## src/rtl/fir_engine_if.sv

```systemverilog
// fir_engine_if: start/size controls, sample/coef RAM read ports and result RAM write port of the FIR engine.
interface fir_engine_if #(
    parameter int ADDR_WIDTH   = 13,
    parameter int SAMPLE_WIDTH = 16,
    parameter int COEF_WIDTH   = 16,
    parameter int RESULT_WIDTH = 21,
    parameter int TAP_WIDTH    = 6
) ();
    logic                           start;
    logic [ADDR_WIDTH-1:0]          num_samples;
    logic [TAP_WIDTH-1:0]           num_taps;
    logic [ADDR_WIDTH-1:0]          sample_addr;
    logic signed [SAMPLE_WIDTH-1:0] sample_data;
    logic [ADDR_WIDTH-1:0]          coef_addr;
    logic signed [COEF_WIDTH-1:0]   coef_data;
    logic                           sel_mux_wej;
    logic                           sel_mux_wyj;
    logic [ADDR_WIDTH-1:0]          result_addr;
    logic signed [RESULT_WIDTH-1:0] result_data;
    logic                           result_wr;
    logic                           busy;
    logic                           done;

    modport master (
        output start, num_samples, num_taps, sample_data, coef_data,
        input  sample_addr, coef_addr, sel_mux_wej, sel_mux_wyj,
               result_addr, result_data, result_wr, busy, done
    );

    modport slave (
        input  start, num_samples, num_taps, sample_data, coef_data,
        output sample_addr, coef_addr, sel_mux_wej, sel_mux_wyj,
               result_addr, result_data, result_wr, busy, done
    );
endinterface

```

## src/rtl/fir_engine.sv

```systemverilog
// fir_engine: one-tap-per-cycle FIR over the sample/coef RAMs; scales, saturates and writes one result per output.
module fir_engine #(
    parameter int ADDR_WIDTH   = 13,
    parameter int SAMPLE_WIDTH = 16,
    parameter int COEF_WIDTH   = 16,
    parameter int RESULT_WIDTH = 21,
    parameter int TAP_WIDTH    = 6,
    parameter int ACC_WIDTH    = 40,
    parameter int SHIFT        = 15
) (
    input logic a_clk,
    input logic a_rst_n,
    fir_engine_if.slave bus
);
    localparam int PW = SAMPLE_WIDTH + COEF_WIDTH;

    typedef enum logic [2:0] {S_IDLE, S_RUN, S_DRAIN, S_WRITE, S_DONE} state_t;

    state_t                         r_state, w_next;
    logic [ADDR_WIDTH-1:0]          r_n, r_nlast;
    logic [TAP_WIDTH-1:0]           r_k, r_klast;
    logic                           r_tv;
    logic signed [ACC_WIDTH-1:0]    r_acc;
    logic [ADDR_WIDTH-1:0]          w_k;
    logic                           w_tap_ok;
    logic                           w_zero;
    logic                           w_go;
    logic signed [PW-1:0]           w_mul;
    logic signed [ACC_WIDTH-1:0]    w_shift;
    logic                           w_ovf;
    logic signed [RESULT_WIDTH-1:0] w_sat;

    assign w_k      = ADDR_WIDTH'(r_k);
    assign w_tap_ok = w_k <= r_n;
    assign w_zero   = (bus.num_samples == '0) || (bus.num_taps == '0);
    assign w_go     = (r_state == S_IDLE) && bus.start && !w_zero;
    assign w_mul    = PW'(bus.sample_data) * PW'(bus.coef_data);
    assign w_shift  = r_acc >>> SHIFT;
    // Saturate when the bits above the result sign bit are not a pure sign extension.
    assign w_ovf    = !((&w_shift[ACC_WIDTH-1:RESULT_WIDTH-1]) || !(|w_shift[ACC_WIDTH-1:RESULT_WIDTH-1]));
    assign w_sat    = w_ovf ? {w_shift[ACC_WIDTH-1], {(RESULT_WIDTH-1){~w_shift[ACC_WIDTH-1]}}}
                            : w_shift[RESULT_WIDTH-1:0];

    always_ff @(posedge a_clk or negedge a_rst_n) begin
        if (!a_rst_n) r_state <= S_IDLE;
        else          r_state <= w_next;
    end

    always_comb begin
        w_next = r_state;
        case (r_state)
            S_IDLE:  w_next = bus.start ? (w_zero ? S_DONE : S_RUN) : S_IDLE;
            S_RUN:   w_next = (r_k == r_klast) ? S_DRAIN : S_RUN;
            S_DRAIN: w_next = S_WRITE;
            S_WRITE: w_next = (r_n == r_nlast) ? S_DONE : S_RUN;
            S_DONE:  w_next = S_IDLE;
            default: w_next = S_IDLE;
        endcase
    end

    always_comb begin
        bus.busy        = (r_state == S_RUN) || (r_state == S_DRAIN) || (r_state == S_WRITE);
        bus.sel_mux_wej = bus.busy;
        bus.sel_mux_wyj = bus.busy;
        bus.done        = r_state == S_DONE;
        bus.coef_addr   = (r_state == S_RUN) ? w_k : '0;
        bus.sample_addr = (r_state == S_RUN) && w_tap_ok ? r_n - w_k : '0;
        bus.result_wr   = r_state == S_WRITE;
        bus.result_addr = (r_state == S_WRITE) ? r_n : '0;
        bus.result_data = (r_state == S_WRITE) ? w_sat : '0;
    end

    // Taps with k > n never set tap_valid, so they add nothing to the accumulator.
    always_ff @(posedge a_clk or negedge a_rst_n) begin
        if (!a_rst_n) begin
            r_n     <= '0;
            r_nlast <= '0;
            r_k     <= '0;
            r_klast <= '0;
            r_tv    <= 1'b0;
            r_acc   <= '0;
        end else begin
            r_tv <= (r_state == S_RUN) && w_tap_ok;
            if (w_go) begin
                r_nlast <= bus.num_samples - 1'b1;
                r_klast <= bus.num_taps - 1'b1;
                r_n     <= '0;
                r_k     <= '0;
                r_acc   <= '0;
            end else if (r_state == S_WRITE) begin
                r_n   <= r_n + 1'b1;
                r_k   <= '0;
                r_acc <= '0;
            end else begin
                if (r_state == S_RUN) r_k <= r_k + 1'b1;
                if (r_tv) r_acc <= r_acc + ACC_WIDTH'(w_mul);
            end
        end
    end
endmodule

```

## src/flat_wrapper.sv

```systemverilog
// flat-port wrapper written by rule: the top's interface ports become plain ports
module fir_engine_flat 
#(
    parameter int ADDR_WIDTH   = 13,
    parameter int SAMPLE_WIDTH = 16,
    parameter int COEF_WIDTH   = 16,
    parameter int RESULT_WIDTH = 21,
    parameter int TAP_WIDTH    = 6,
    parameter int ACC_WIDTH    = 40,
    parameter int SHIFT        = 15
)
  (a_clk, a_rst_n, bus_start, bus_num_samples, bus_num_taps, bus_sample_data, bus_coef_data, bus_sample_addr, bus_coef_addr, bus_sel_mux_wej, bus_sel_mux_wyj, bus_result_addr, bus_result_data, bus_result_wr, bus_busy, bus_done);
  fir_engine_if #(.ADDR_WIDTH(ADDR_WIDTH), .SAMPLE_WIDTH(SAMPLE_WIDTH), .COEF_WIDTH(COEF_WIDTH), .RESULT_WIDTH(RESULT_WIDTH), .TAP_WIDTH(TAP_WIDTH)) bus_i ();
  input logic a_clk;
  input logic a_rst_n;
  input wire logic [$bits(bus_i.start)-1:0] bus_start;
  input wire logic [$bits(bus_i.num_samples)-1:0] bus_num_samples;
  input wire logic [$bits(bus_i.num_taps)-1:0] bus_num_taps;
  input wire logic [$bits(bus_i.sample_data)-1:0] bus_sample_data;
  input wire logic [$bits(bus_i.coef_data)-1:0] bus_coef_data;
  output wire logic [$bits(bus_i.sample_addr)-1:0] bus_sample_addr;
  output wire logic [$bits(bus_i.coef_addr)-1:0] bus_coef_addr;
  output wire logic [$bits(bus_i.sel_mux_wej)-1:0] bus_sel_mux_wej;
  output wire logic [$bits(bus_i.sel_mux_wyj)-1:0] bus_sel_mux_wyj;
  output wire logic [$bits(bus_i.result_addr)-1:0] bus_result_addr;
  output wire logic [$bits(bus_i.result_data)-1:0] bus_result_data;
  output wire logic [$bits(bus_i.result_wr)-1:0] bus_result_wr;
  output wire logic [$bits(bus_i.busy)-1:0] bus_busy;
  output wire logic [$bits(bus_i.done)-1:0] bus_done;
  assign bus_i.start = bus_start;
  assign bus_i.num_samples = bus_num_samples;
  assign bus_i.num_taps = bus_num_taps;
  assign bus_i.sample_data = bus_sample_data;
  assign bus_i.coef_data = bus_coef_data;
  assign bus_sample_addr = bus_i.sample_addr;
  assign bus_coef_addr = bus_i.coef_addr;
  assign bus_sel_mux_wej = bus_i.sel_mux_wej;
  assign bus_sel_mux_wyj = bus_i.sel_mux_wyj;
  assign bus_result_addr = bus_i.result_addr;
  assign bus_result_data = bus_i.result_data;
  assign bus_result_wr = bus_i.result_wr;
  assign bus_busy = bus_i.busy;
  assign bus_done = bus_i.done;
  fir_engine #(.ADDR_WIDTH(ADDR_WIDTH), .SAMPLE_WIDTH(SAMPLE_WIDTH), .COEF_WIDTH(COEF_WIDTH), .RESULT_WIDTH(RESULT_WIDTH), .TAP_WIDTH(TAP_WIDTH), .ACC_WIDTH(ACC_WIDTH), .SHIFT(SHIFT)) u_core (.a_clk(a_clk), .a_rst_n(a_rst_n), .bus(bus_i));
endmodule
```

## config.mk

```make
export PLATFORM = sky130hd
export DESIGN_NAME = fir_engine_flat
export DESIGN_NICKNAME = d
export VERILOG_FILES = /design/src/rtl/fir_engine_if.sv /design/src/rtl/fir_engine.sv /design/src/flat_wrapper.sv
export SDC_FILE = /design/constraint.sdc
export NUM_CORES = 1
export LEC_CHECK = 0
export BUFFER_PORTS_ARGS = -buffer_cell sky130_fd_sc_hd__buf_4
export CAP_MARGIN = 20
export CORE_MARGIN = 10
export CORE_UTILIZATION = 55
export CTS_CLUSTER_SIZE = 10
export DETAILED_ROUTE_END_ITERATION = 7
export GPL_ROUTABILITY_DRIVEN = 0
export GPL_TIMING_DRIVEN = 0
export PLACE_DENSITY = 0.74
export SYNTH_ARGS = -nofsm -noshare
export SYNTH_HDL_FRONTEND = slang
export SYNTH_SLANG_ARGS = --single-unit
```

## constraint.sdc

```tcl
create_clock -name a_clk -period 15.1 [get_ports a_clk]
set_input_delay 0.755 -clock a_clk [delete_from_list [all_inputs] [get_ports a_clk]]
set_output_delay 0.755 -clock a_clk [all_outputs]
set_load 0.05 [all_outputs]
```

==> flow_results.xml, run 1 <==
<?xml version="1.0" encoding="UTF-8"?>
<metrics>
  <group name="setup_path">
    <metric name="crit_family" unit="">adder cells</metric>
    <metric name="timing.rr.end" unit="">u_core.r_acc[34]$_DFFE_PN0P_</metric>
    <metric name="critical_path_required" unit="ps">15310</metric>
    <metric name="critical_path.n_buffers_inverters" unit="">5</metric>
    <metric name="timing_worst_setup_path_type" unit="">in2reg</metric>
    <metric name="arrival_time_at_the_worst_endpoint" unit="ps">7560</metric>
    <metric name="crit_path_top_delay_cell" unit="">sky130_fd_sc_hd__fa_1</metric>
    <metric name="setup.worst_path.start_class" unit="">input port</metric>
    <metric name="reg2reg_slack" unit="ps">9280</metric>
    <metric name="cp_num_cells" unit="">22</metric>
    <metric name="crit_reg_reg_startpoint" unit="">u_core.r_acc[15]$_DFFE_PN0P_</metric>
    <metric name="max_stage_delay" unit="ps">570</metric>
    <metric name="cell_repeated_most_along_the_worst_path" unit="">sky130_fd_sc_hd__fa_1</metric>
    <metric name="worst_setup_end_kind" unit="">flop</metric>
    <metric name="critical_path.cell_chain" unit="">buf_4 -&gt; clkbuf_1 -&gt; nand2_1 -&gt; fa_1 -&gt; fa_1 -&gt; fa_1 -&gt; inv_1 -&gt; fa_1 -&gt; fa_1 -&gt; inv_1 -&gt; fa_1 -&gt; inv_1 -&gt; ha_1 -&gt; and2_1 -&gt; o21ai_0 -&gt; a21oi_1 -&gt; o31ai_1 -&gt; o211ai_1 -&gt; a31o_2 -&gt; a21oi_1 -&gt; xor2_1 -&gt; o2bb2ai_1</metric>
    <metric name="crit_path_max_fo" unit="">10</metric>
    <metric name="reg2reg_depth" unit="">19</metric>
  </group>
  <group name="timing">
    <metric name="final.min_clock_period" unit="ps">7350</metric>
    <metric name="fin_tns_setup" unit="ps">0</metric>
    <metric name="final.setup_skew" unit="ps">9.29</metric>
    <metric name="max_slew.worst_pin.slew" unit="ps">865</metric>
    <metric name="timing_hold_violations_final" unit="">0</metric>
    <metric name="report.final.slew_viol_count" unit="">0</metric>
    <metric name="rsz0062_at_grt" unit="">false</metric>
    <metric name="slew_headroom" unit="">0.423</metric>
    <metric name="max_freq" unit="GHz">0.136</metric>
    <metric name="fin_crit_sh" unit="">0.486</metric>
    <metric name="setup-violations-final" unit="">0</metric>
  </group>
  <group name="clocking">
    <metric name="path_clk_slew" unit="ps">60</metric>
    <metric name="post_cts_resize_count" unit="">0</metric>
    <metric name="clock_sinks" unit="">82</metric>
    <metric name="clock_tree_from_tritoncts" unit="">yes</metric>
    <metric name="holdBufCountCts" unit="">0</metric>
    <metric name="post-cts-setup-buffers" unit="">0</metric>
    <metric name="clock_latency" unit="ps">340</metric>
    <metric name="clock_tree.buffer_depth" unit="">2</metric>
    <metric name="clock_tree_root_buffer_cell" unit="">sky130_fd_sc_hd__clkbuf_16</metric>
    <metric name="cts_buffers" unit="">9</metric>
    <metric name="cts-htree-levels" unit="">3</metric>
  </group>
  <group name="global_route">
    <metric name="pin_count_of_the_biggest_net_entering_global_routing" unit="">83</metric>
    <metric name="first_global_vias" unit="">14014</metric>
    <metric name="grt_first_pass_wirelength" unit="mm">72.3</metric>
    <metric name="antenna_violations_before_repair" unit="">0</metric>
    <metric name="globalRoute.totalOverflow" unit="">0</metric>
    <metric name="global_route.usage.total" unit="">0.232</metric>
  </group>
  <group name="layout">
    <metric name="final_net_count" unit="">2526</metric>
    <metric name="count_of_fill_cells_added_during_filler_insertion" unit="">2673</metric>
    <metric name="post_layout_utilization_of_the_core" unit="">0.614</metric>
    <metric name="post_layout_nonfiller_instances" unit="">2414</metric>
    <metric name="final_layout_size_suffix_gt1_frac" unit="">0.0877</metric>
    <metric name="syn2layout_area_growth" unit="%">9.82</metric>
    <metric name="count_of_antenna_diodes_in_the_layout" unit="">0</metric>
  </group>
  <group name="routing">
    <metric name="antenna_left" unit="">0</metric>
    <metric name="pre_repair_dr_iteration_count" unit="">6</metric>
    <metric name="vias_per_cell" unit="">5.35</metric>
    <metric name="drt-wirelength-per-cell" unit="um">17.8</metric>
    <metric name="drt_wl_total" unit="mm">43.0</metric>
    <metric name="detail_route.drc_violations" unit="">0</metric>
    <metric name="drt_iter0_markers" unit="">752</metric>
    <metric name="vias_after_detailed_routing" unit="">12905</metric>
  </group>
  <group name="logic_synthesis">
    <metric name="synthFlopType" unit="">sky130_fd_sc_hd__dfrtp_1</metric>
    <metric name="synthDistinctLibCells" unit="">69</metric>
    <metric name="synth.cell_area" unit="um2">17200</metric>
    <metric name="synth_sequential_area_ratio" unit="">0.119</metric>
    <metric name="yosysMostFrequentCell" unit="">sky130_fd_sc_hd__inv_1</metric>
    <metric name="synth.area.top_cells" unit="">sky130_fd_sc_hd__fa_1 (39%), sky130_fd_sc_hd__dfrtp_1 (12%), sky130_fd_sc_hd__inv_1 (9.4%)</metric>
    <metric name="synth.largest_area_cell" unit="">sky130_fd_sc_hd__fa_1</metric>
    <metric name="ffs_w_async_s_r_synth" unit="">1.00</metric>
    <metric name="post_synth_most_frequent_cells" unit="">sky130_fd_sc_hd__inv_1 (431), sky130_fd_sc_hd__fa_1 (331), sky130_fd_sc_hd__nand2_1 (185), sky130_fd_sc_hd__and2_1 (128), sky130_fd_sc_hd__ha_1 (126)</metric>
    <metric name="yosys.area.top_type_share" unit="">0.385</metric>
    <metric name="synth-edff-count" unit="">0</metric>
    <metric name="synth_warnings" unit="">0</metric>
    <metric name="postSynthRegisterBits" unit="">82</metric>
    <metric name="synth.avg_cell_area" unit="um2">9.12</metric>
    <metric name="postSynthCellCount" unit="">1885</metric>
  </group>
  <group name="die">
    <metric name="core_area" unit="um2">30700</metric>
    <metric name="design.die.area" unit="um2">38700</metric>
    <metric name="placement_rows" unit="">64</metric>
    <metric name="num_io_pins" unit="">119</metric>
    <metric name="floorplan.die.height" unit="um">197</metric>
    <metric name="starting_density_of_the_core" unit="">0.559</metric>
    <metric name="die_x" unit="um">197</metric>
  </group>
  <group name="place">
    <metric name="port_buffers" unit="">111</metric>
    <metric name="place.detailed.hpwl" unit="mm">36.9</metric>
    <metric name="placedCellCount" unit="">2399</metric>
  </group>
  <group name="flow_run">
    <metric name="maxCapViolations" unit="">0</metric>
  </group>
  <group name="hold_path">
    <metric name="worstHoldPathType" unit="">in2async</metric>
  </group>
  <group name="outcome">
    <metric name="status" unit="">completed</metric>
  </group>
</metrics>
==> how the worst max path moves through the flow <==
stage | from | end | slack, ps
after floorplan | bus_sample_data[15] | u_core.r_acc[37]$_DFFE_PN0P_ | 8500
after global placement | bus_coef_data[1] | u_core.r_acc[38]$_DFFE_PN0P_ | 7580
after detailed placement | bus_sample_data[15] | u_core.r_acc[34]$_DFFE_PN0P_ | 7510
after CTS | bus_sample_data[15] | u_core.r_acc[38]$_DFFE_PN0P_ | 7810
after global routing | bus_sample_data[11] | u_core.r_acc[35]$_DFFE_PN0P_ | 7360
final | bus_sample_data[11] | u_core.r_acc[37]$_DFFE_PN0P_ | 7750
==> registers in the layout, summed over array words and instances (netlist names) <==
signal          flops
u_core.r_tv         1
u_core.r_n         13
u_core.r_k          6
u_core.r_klast      6
u_core.r_nlast     13
u_core.r_acc       40
u_core.r_state      3
==> cells by family (layout without fill, tap and decap cells) <==
family,Yosys count,after routing,synth area share
other,1,7,0.000218
muxes,26,26,0.0151
adders and majority gates,457,457,0.477
buffers and inverters,512,639,0.117
DFF,82,82,0.119
and+or+nand+nor,519,519,0.149
AOI/OAI and AO/OA,196,196,0.0754
xor gates and xnor gates,92,92,0.0469
==> layout by cell type, fill, tap and decap left out, drive strengths merged, types with 49 or more instances in the layout <==
cell type	n
and2	128
xnor2	58
fa	331
nand2	186
ha	126
a21oi	49
buf	139
nor2	103
inv	434
dfrtp	82
clkbuf	62
==> final cells by class <==
cell class	count	area, um2	area share
multi-input cells	1297	13100	0.696
well taps	396	495	0.0262
flip-flops and latches	82	2050	0.109
clock buffers	9	225	0.0119
clock inverters	5	56.3	0.00298
plain buffers	79	392	0.0207
repair buffers	113	888	0.0471
inverters	433	1630	0.0861
==> stage by stage <==
step / setup slack [ps] / hold WS [ps] / area [um2]
floorplan: 8500 / 458 / 17200
global placement: 7580 / 479 / 18500
detailed placement: 7510 / 484 / 18600
CTS: 7810 / 501 / 18900
global route: 7360 / 259 / 18900
finish: 7750 / 259 / 18900
==> routing by layer <==
layer,wire [um],global-route usage,vias to the layer above
met5,0,0,-
met4,1390,0.0743,0
met3,3090,0.0429,99
met2,19900,0.371,451
met1,18600,0.313,6409
li1,-,-,5946
Power of run 1 is not shown: default switching activity piles up to over one toggle a cycle in this logic, so the estimate is an artifact.
==> run 2, diff against run 1 <==
Settings changed: PLACE_DENSITY 0.74 to 0.77.
Clock period 15.1 ns to 6.3 ns, I/O delays scaled along.
==> flow_results.xml, run 2 (same netlist as run 1, synthesis figures left out) <==
<?xml version="1.0" encoding="UTF-8"?>
<metrics>
  <group name="outcome">
    <metric name="status" unit="">completed</metric>
  </group>
  <group name="place">
    <metric name="place.detailed.hpwl" unit="mm">36.8</metric>
    <metric name="placedCellCount" unit="">2399</metric>
    <metric name="port_buffers" unit="">111</metric>
    <metric name="post_dp_cell_area" unit="um2">18600</metric>
  </group>
  <group name="layout">
    <metric name="post_layout_utilization_of_the_core" unit="">0.625</metric>
    <metric name="syn2layout_area_growth" unit="%">11.7</metric>
    <metric name="count_of_fill_cells_added_during_filler_insertion" unit="">2495</metric>
    <metric name="leading_cell_type_in_the_layout_fill_and_taps_excluded" unit="">sky130_fd_sc_hd__inv_1</metric>
    <metric name="largest_register_ffs" unit="">40</metric>
    <metric name="layout_common_cells" unit="">sky130_fd_sc_hd__inv_1 (426), sky130_fd_sc_hd__fa_1 (325), sky130_fd_sc_hd__nand2_1 (183), sky130_fd_sc_hd__buf_4 (139), sky130_fd_sc_hd__and2_1 (127)</metric>
    <metric name="design_area" unit="um2">19200</metric>
    <metric name="count_of_antenna_diodes_in_the_layout" unit="">0</metric>
    <metric name="post_layout_nonfiller_instances" unit="">2409</metric>
    <metric name="top_register" unit="">u_core.r_acc</metric>
    <metric name="final_net_count" unit="">2519</metric>
    <metric name="biggestRegsByFlops" unit="">u_core.r_acc x40, u_core.r_n x13, u_core.r_nlast x13</metric>
    <metric name="final_layout_size_suffix_gt1_frac" unit="">0.122</metric>
  </group>
  <group name="setup_path">
    <metric name="worst_setup_end_kind" unit="">flop</metric>
    <metric name="crit_path_max_fo" unit="">10</metric>
    <metric name="crit_reg_reg_startpoint" unit="">u_core.r_acc[15]$_DFFE_PN0P_</metric>
    <metric name="timing_worst_setup_path_type" unit="">in2reg</metric>
    <metric name="arrival_time_at_the_worst_endpoint" unit="ps">6380</metric>
    <metric name="reg2reg_depth" unit="">19</metric>
    <metric name="setup.worst_path.start_class" unit="">input port</metric>
    <metric name="cp-startpoint" unit="">bus_sample_data[6]</metric>
    <metric name="critical_path_required" unit="ps">6570</metric>
  </group>
  <group name="timing">
    <metric name="slew_headroom" unit="">0.391</metric>
    <metric name="final.setup_skew" unit="ps">13.0</metric>
    <metric name="report.final.slew_viol_count" unit="">0</metric>
    <metric name="timing_hold_violations_final" unit="">0</metric>
    <metric name="fin_crit_sh" unit="">0.971</metric>
    <metric name="max_freq" unit="GHz">0.164</metric>
    <metric name="final.min_clock_period" unit="ps">6110</metric>
    <metric name="setup-violations-final" unit="">0</metric>
    <metric name="holdWs" unit="ps">184</metric>
    <metric name="max_slew.worst_pin.slew" unit="ps">913</metric>
  </group>
  <group name="routing">
    <metric name="antenna_left" unit="">0</metric>
    <metric name="vias_after_detailed_routing" unit="">12983</metric>
    <metric name="drt_wl_total" unit="mm">42.7</metric>
    <metric name="detail_route.drc_violations" unit="">0</metric>
    <metric name="drt_iter0_markers" unit="">976</metric>
    <metric name="pre_repair_dr_iteration_count" unit="">5</metric>
    <metric name="vias_per_cell" unit="">5.39</metric>
    <metric name="drt-wirelength-per-cell" unit="um">17.7</metric>
  </group>
  <group name="clocking">
    <metric name="clock_latency" unit="ps">350</metric>
    <metric name="clock_tree_root_buffer_cell" unit="">sky130_fd_sc_hd__clkbuf_16</metric>
    <metric name="clock_tree.buffer_depth" unit="">2</metric>
    <metric name="path_clk_slew" unit="ps">70</metric>
    <metric name="clock_sinks" unit="">82</metric>
    <metric name="cts-htree-levels" unit="">3</metric>
    <metric name="clock_tree_from_tritoncts" unit="">yes</metric>
    <metric name="cts_buffers" unit="">9</metric>
  </group>
  <group name="die">
    <metric name="core_area" unit="um2">30700</metric>
    <metric name="die_x" unit="um">197</metric>
    <metric name="design.die.area" unit="um2">38700</metric>
    <metric name="num_io_pins" unit="">119</metric>
    <metric name="floorplan.die.height" unit="um">197</metric>
    <metric name="starting_density_of_the_core" unit="">0.559</metric>
    <metric name="placement_rows" unit="">64</metric>
  </group>
  <group name="hold_path">
    <metric name="hold_path_depth" unit="">2</metric>
    <metric name="timing.hold.worst.start" unit="">bus_num_taps[0]</metric>
    <metric name="worstHoldPathType" unit="">in2reg</metric>
  </group>
  <group name="global_route">
    <metric name="pin_count_of_the_biggest_net_entering_global_routing" unit="">83</metric>
    <metric name="globalRoute.totalOverflow" unit="">0</metric>
    <metric name="antenna_violations_before_repair" unit="">0</metric>
    <metric name="grt_first_pass_wirelength" unit="mm">72.5</metric>
    <metric name="first_global_vias" unit="">14027</metric>
    <metric name="global_route.usage.total" unit="">0.231</metric>
  </group>
  <group name="flow_run">
    <metric name="maxCapViolations" unit="">0</metric>
  </group>
</metrics>
==> run 2: cell count changes in the layout (fill, tap and decap cells not counted), sizes merged <==
cell,before,now
clkbuf,62,36
buf,139,158
inv,434,436
bufinv,1,0
dlygate4sd3,0,1
==> run 2: path summary, 6_finish.rpt <==
kind	end	slack, ps
worst max register to register	u_core.r_acc[34]$_DFFE_PN0P_	840
max in group asynchronous	u_core.r_state[2]$_DFF_PN0_	5330
worst min register to register	u_core.r_nlast[8]$_DFFE_PN0P_	510
worst max-delay path	u_core.r_acc[34]$_DFFE_PN0P_	190
min in group asynchronous	u_core.r_acc[34]$_DFFE_PN0P_	360
worst min-delay path	u_core.r_klast[0]$_DFFE_PN0P_	180
==> run 2: layer usage <==
layer | vias to the layer above | wire length, um | share of wire | global-route usage
met5 | - | 0 | 0 | 0
met4 | 0 | 1060 | 0.025 | 0.0649
met3 | 77 | 2930 | 0.069 | 0.0399
met2 | 483 | 20100 | 0.47 | 0.376
met1 | 6494 | 18600 | 0.44 | 0.312
li1 | 5929 | - | - | -
==> run 2: cell type report <==
class                      instances  area (um2)  area share
multi-input combinational       1297       13400       0.695
sequential                        82        2050       0.107
inverter                         433        1630      0.0848
timing repair buffer             127        1000      0.0520
tap                              396         495      0.0258
buffer                            58         387      0.0201
clock buffer                      10         239      0.0124
clock inverter                     6        55.1     0.00287
==> run 2: repair_timing <==
action / in CTS / in global routing
hold buffers: 0 / 1
gates resized for setup: 35 / 64
pin swaps: 4 / 30
setup endpoints to repair: 19 / 15
buffers inserted: 3 / 10
endpoints found under the hold margin: 0 / 12
==> run 2: per-stage QoR <==
| step | TNS, ps | setup WS (ps) |
|---|---|---|
| 6_report | 0 | 185 |
| 5_1_grt | -115 | -49.0 |
| 4_1_cts | 0 | 2.25 |
| 3_5_place_dp | -12690 | -876 |
| 3_3_place_gp | -11430 | -790 |
| 2_1_floorplan | 0 | 140 |
==> run 2: critical path, stage by stage <==
cell,delay (ps)
sky130_fd_sc_hd__buf_4,160
sky130_fd_sc_hd__buf_6,160
sky130_fd_sc_hd__and2_1,150
sky130_fd_sc_hd__fa_1,530
sky130_fd_sc_hd__inv_2,60
sky130_fd_sc_hd__fa_2,530
sky130_fd_sc_hd__fa_1,420
sky130_fd_sc_hd__fa_1,510
sky130_fd_sc_hd__inv_1,50
sky130_fd_sc_hd__fa_1,500
sky130_fd_sc_hd__inv_1,60
sky130_fd_sc_hd__fa_1,490
sky130_fd_sc_hd__inv_1,80
sky130_fd_sc_hd__ha_4,280
sky130_fd_sc_hd__nand3_2,100
sky130_fd_sc_hd__or3_4,340
sky130_fd_sc_hd__or3b_4,450
sky130_fd_sc_hd__a2111oi_4,440
sky130_fd_sc_hd__o31ai_2,150
sky130_fd_sc_hd__nand2b_1,160
sky130_fd_sc_hd__a311oi_2,120
sky130_fd_sc_hd__xor2_1,190
sky130_fd_sc_hd__o2bb2ai_1,140
Power of run 2 is left out for the same reason.
